<file path="config.mk">
export PLATFORM = sky130hd
export DESIGN_NAME = ic74x153_scan_reader
export DESIGN_NICKNAME = d
export VERILOG_FILES = /design/src/rtl/ic74x153_scan_reader.sv
export SDC_FILE = /design/constraint.sdc
export NUM_CORES = 1
export LEC_CHECK = 0
export ABC_CLOCK_PERIOD_IN_PS = 2900
export BUFFER_PORTS_ARGS = -buffer_cell sky130_fd_sc_hd__buf_2
export CORE_UTILIZATION = 57
export CTS_CLUSTER_SIZE = 8
export DETAILED_ROUTE_END_ITERATION = 7
export GPL_TIMING_DRIVEN = 0
export HOLD_SLACK_MARGIN = 0.08
export PLACE_DENSITY = 0.82
export SLEW_MARGIN = 20
export SYNTH_ARGS = -nofsm -noshare
export SYNTH_HDL_FRONTEND = slang
export SYNTH_SLANG_ARGS = --single-unit
</file>
<file path="constraint.sdc">
create_clock -name i_clk -period 2.9 [get_ports i_clk]
set_input_delay 0.145 -clock i_clk [delete_from_list [all_inputs] [get_ports i_clk]]
set_output_delay 0.145 -clock i_clk [all_outputs]
set_load 0.02 [all_outputs]
</file>
<file path="src/rtl/ic74x153_scan_reader.sv">
// Scan sequencer for a 74x153 dual 4-to-1 mux. Walks the four addresses, samples both
// mux outputs after SETTLE cycles at each address, and publishes two 4-bit words.
module ic74x153_scan_reader #(
    parameter int SETTLE       = 1,
    parameter bit AUTO_RESTART = 1'b0
) (
    input  logic       i_clk,
    input  logic       i_rst,
    input  logic       i_start,
    output logic       o_sel_hi,
    output logic       o_sel_lo,
    output logic       o_g1,
    output logic       o_g2,
    input  logic       i_y1,
    input  logic       i_y2,
    output logic [3:0] o_q1,
    output logic [3:0] o_q2,
    output logic       o_valid,
    output logic       o_busy
);

    localparam logic [0:0] ST_IDLE = 1'b0;
    localparam logic [0:0] ST_SCAN = 1'b1;
    localparam logic [3:0] CNT_RELOAD = 4'(SETTLE - 1);

    if (SETTLE < 1) begin : g_bad_settle
        $error("ic74x153_scan_reader: SETTLE must be at least 1");
    end

    logic [0:0] r_state;
    logic [1:0] r_addr;
    logic [3:0] r_cnt;
    logic [3:0] r_s1;
    logic [3:0] r_s2;
    logic [3:0] r_q1;
    logic [3:0] r_q2;
    logic       r_valid;
    logic       w_scanning;

    assign w_scanning = (r_state == ST_SCAN);

    always_ff @(posedge i_clk or posedge i_rst) begin
        if (i_rst) begin
            r_state <= ST_IDLE;
            r_addr  <= 2'd0;
            r_cnt   <= 4'd0;
            r_s1    <= 4'd0;
            r_s2    <= 4'd0;
            r_q1    <= 4'd0;
            r_q2    <= 4'd0;
            r_valid <= 1'b0;
        end else begin
            r_valid <= 1'b0;
            case (r_state)
                ST_IDLE: begin
                    if (i_start) begin
                        r_state <= ST_SCAN;
                        r_addr  <= 2'd0;
                        r_cnt   <= CNT_RELOAD;
                    end
                end
                ST_SCAN: begin
                    if (r_cnt != 4'd0) begin
                        r_cnt <= r_cnt - 4'd1;
                    end else begin
                        r_s1[r_addr] <= i_y1;
                        r_s2[r_addr] <= i_y2;
                        if (r_addr != 2'd3) begin
                            r_addr <= r_addr + 2'd1;
                            r_cnt  <= CNT_RELOAD;
                        end else begin
                            // The last sample bypasses the shadow so q is complete on this edge.
                            r_q1    <= {i_y1, r_s1[2:0]};
                            r_q2    <= {i_y2, r_s2[2:0]};
                            r_valid <= 1'b1;
                            r_addr  <= 2'd0;
                            if (AUTO_RESTART) begin
                                r_cnt <= CNT_RELOAD;
                            end else begin
                                r_state <= ST_IDLE;
                                r_cnt   <= 4'd0;
                            end
                        end
                    end
                end
                default: r_state <= ST_IDLE;
            endcase
        end
    end

    // Select pins come straight from the address flops so the mux never sees a decode glitch.
    assign o_sel_hi = r_addr[1];
    assign o_sel_lo = r_addr[0];
    assign o_g1     = ~w_scanning;
    assign o_g2     = ~w_scanning;
    assign o_busy   = w_scanning;
    assign o_q1     = r_q1;
    assign o_q2     = r_q2;
    assign o_valid  = r_valid;

endmodule

</file>
==> flow_summary_export.csv <==
group,metric,value,unit
run_status,status,"finished with violations",
run_status,violations,"DRC",
cells_and_area,nets,114,
synthesis,ys_ff_latch,22,
power_and_ir_drop,p_clk_share,17.9,%
cells_and_area,mostFrequentLayoutCells,"dfrtp_1, buf_2, mux2_2",
setup_path,cp-end-kind,"register",
clock_network,htreeDepth,1,
detailed_routing,vias,660,
setup_path,cp-start-kind,"register",
cells_and_area,fin_util,75.9,%
min_path,min_from,"i_y1",
global_routing,grt.overflow.total,0,
power_and_ir_drop,switching_share,34.8,%
placement,place_congestion,0.848,
global_routing,antenna_found_initial,0,
clock_network,cts_num_sinks,22,
power_and_ir_drop,p_seq_share,41.1,%
sta,rsz0062_at_grt,"no",
sta,hold_viol_final,0,
synthesis,yosysUniqueCellTypes,23,
sta,skew,0.00627,ns
detailed_routing,postRouteAntennaNets,0,
clock_network,cts_tree,"done",
clock_network,numCtsBuffers,3,
sta,setup-violations-final,0,
power_and_ir_drop,power.share.combinational,41.0,%
floorplan,io_pins,19,
run,cap_violations,0,
sta,period_needed,1.69,ns
setup_path,crit_slowest_cell,"dfrtp_1",
synthesis,netlist_instances,78,
floorplan,core,1590,µm²
detailed_routing,viasPerCell,5.24,
sta,finalCritPeriodShare,58.4,%
floorplan,start_util,63.8,%
power_and_ir_drop,ir_drop,0.000735,V
placement,dp_hpwl,1140,µm
clock_network,clockBufferDepth,2,
floorplan,die_h,44.2,µm
setup_path,crit_family,"flip-flops",
synthesis,seq_area_frac_synth,54.1,%
power_and_ir_drop,p_leak,0.000621,µW
setup_path,path_cells,"inv_1 > ha_1 > or3b_4 > a21o_1 > mux2_2",
sta,setup_tns,0,ns
placement,io_buffer_count,18,
setup_path,path_max_fanout,4,
floorplan,rows,14,
sta,layout_setup_ws,1.21,ns
synthesis,mappedNetlistArea,1020,µm²
sta,max_freq,590,MHz
floorplan,die_area,1960,µm²
setup_path,cp.buffers_inverters,1,
setup_path,worstReg2RegStart,"r_cnt[0]",
cells_and_area,mostFrequentLayoutCell,"dfrtp_1",
setup_path,critical_path.max_stage_delay,0.42,ns
setup_path,critPathLaunch,"r_cnt[0]",
cells_and_area,diodes,0,
sta,tightest_slew,0.792,ns
placement,dp.cells,120,
placement,place_worst_setup_slack,1.25,ns
setup_path,critical_path_class,"reg2reg",
global_routing,grt_pass1_wl,2640,µm
sta,drv_slew,0,
synthesis,syn_nets,89,
cells_and_area,syn_to_final_growth,18.9,%
power_and_ir_drop,power_density,1060,nW/µm²
clock_network,clk_pin_slew_worst_paths,0.12,ns
detailed_routing,drc,1,
setup_path,worstPathRequired,3.10,ns
cells_and_area,post_layout_nonfiller_instances,126,
power_and_ir_drop,switchingPower,448,µW
clock_network,cts-root-buf,"clkbuf_4",
clock_network,clock_latency,0.30,ns
min_path,hold_class,"in2reg",
detailed_routing,drtPass1Iterations,6,
detailed_routing,wl,1550,µm
power_and_ir_drop,p_int,838,µW
synthesis,yosysWarningCount,0,
global_routing,grtUsageTotal,18.7,%
global_routing,grt_max_degree,23,
setup_path,arrival,1.89,ns
clock_network,postCtsResizedCells,0,
cells_and_area,drive_gt1_share,41.2,%
detailed_routing,post_drt_wl_per_cell,12.3,µm
floorplan,die_w,44.2,µm
sta,slew_headroom,47.2,%
detailed_routing,drt-initial-drc-count,9,
synthesis,syn_area_per_cell,13.0,µm²
global_routing,grt_pass1_vias,623,
metal layers:
metal  share of wire [%]  vias up  global-route usage, %  routed length [µm]
met5                   0        -                      0                   0
met4                0.39        0                   7.27                   6
li1                    -      311                      -                   -
met3                 3.0        2                   2.45                  47
met2                  47       18                   29.1                 734
met1                  49      329                   26.8                 765
cell families (layout without fill, tap and decap cells):
| family | after synthesis | after routing | share of synthesized area (%) |
|---|---|---|---|
| flops | 22 | 22 | 54.1 |
| compound gates | 7 | 7 | 4.30 |
| buf+inv | 10 | 34 | 5.17 |
| fa+ha+maj | 6 | 6 | 7.38 |
| mux | 16 | 16 | 18.0 |
| simple gates | 17 | 17 | 11.1 |
path summary, 6_finish.rpt:
path / endpoint / cells after the start / slack (ns)
setup reg to reg: r_addr[0] / 5 / 1.21
min in group asynchronous: r_addr[1] / 3 / 0.53
max in group asynchronous: r_cnt[2] / 3 / 1.88
hold reg to reg: o_q2[1] / 1 / 0.51
hold / removal: r_s1[0] / 2 / 0.11
setup / recovery: r_addr[0] / 5 / 1.21
through the flow:
stage | cell area [µm²] | power, µW | hold slack, ns
3_3_place_gp | 1140 | 1030 | 0.326
5_1_grt | 1210 | 1370 | 0.111
3_5_place_dp | 1140 | 1060 | 0.323
6_report | 1210 | 1290 | 0.113
4_1_cts | 1210 | 1290 | 0.115
2_1_floorplan | 1020 | 921 | 0.134
power by group through the flow:
| stage | clock, µW | sequential (µW) | combinational [µW] |
|---|---|---|---|
| 3_3_place_gp | 0 | 526 | 507 |
| 2_1_floorplan | 0 | 593 | 329 |
| 4_1_cts | 231 | 529 | 533 |
| 6_report | 230 | 528 | 528 |
| 3_5_place_dp | 0 | 536 | 524 |
| 5_1_grt | 242 | 549 | 583 |
Yosys cell counts:
cell	number	share of area [%]
a22o_1	1	0.86
or2b_1	1	0.74
nand2_8	1	2.0
nand3b_1	1	0.74
mux2_4	1	1.5
nor2_1	2	0.74
buf_4	2	1.5
mux2i_1	1	0.98
nand2_1	7	2.6
a21o_1	1	0.74
or3b_4	1	1.1
inv_1	7	2.6
and4bb_1	1	1.2
dfrtp_1	22	54
nor2b_1	1	0.62
a21oi_1	1	0.49
o21ai_0	3	1.5
o31ai_1	1	0.74
mux2_2	14	15
nor3_1	1	0.49
buf_6	1	1.1
ha_1	6	7.4
nand4b_1	1	0.86
registers in the layout (all words and copies together) (netlist names):
register and count:
r_s2 3, o_busy 1, r_s1 3, r_addr 2, o_q1 4, r_cnt 4, o_valid 1, o_q2 4
final cells by class:
cell class / instances / area [µm²]
clock buffers: 3 / 22.5
repair buffers: 20 / 110
fillers: 120 / 384
well taps: 24 / 30.0
flip-flops and latches: 22 / 551
clock inverters: 1 / 30.0
multi-input cells: 46 / 414
plain buffers: 3 / 26.3
inverters: 7 / 26.3
what timing repair did:
item                      4_1_cts  5_1_grt
hold endpoints to repair       23        0
hold buffers                    2        0
buffers inserted                0        0
Power figures use the tool's default switching activity.
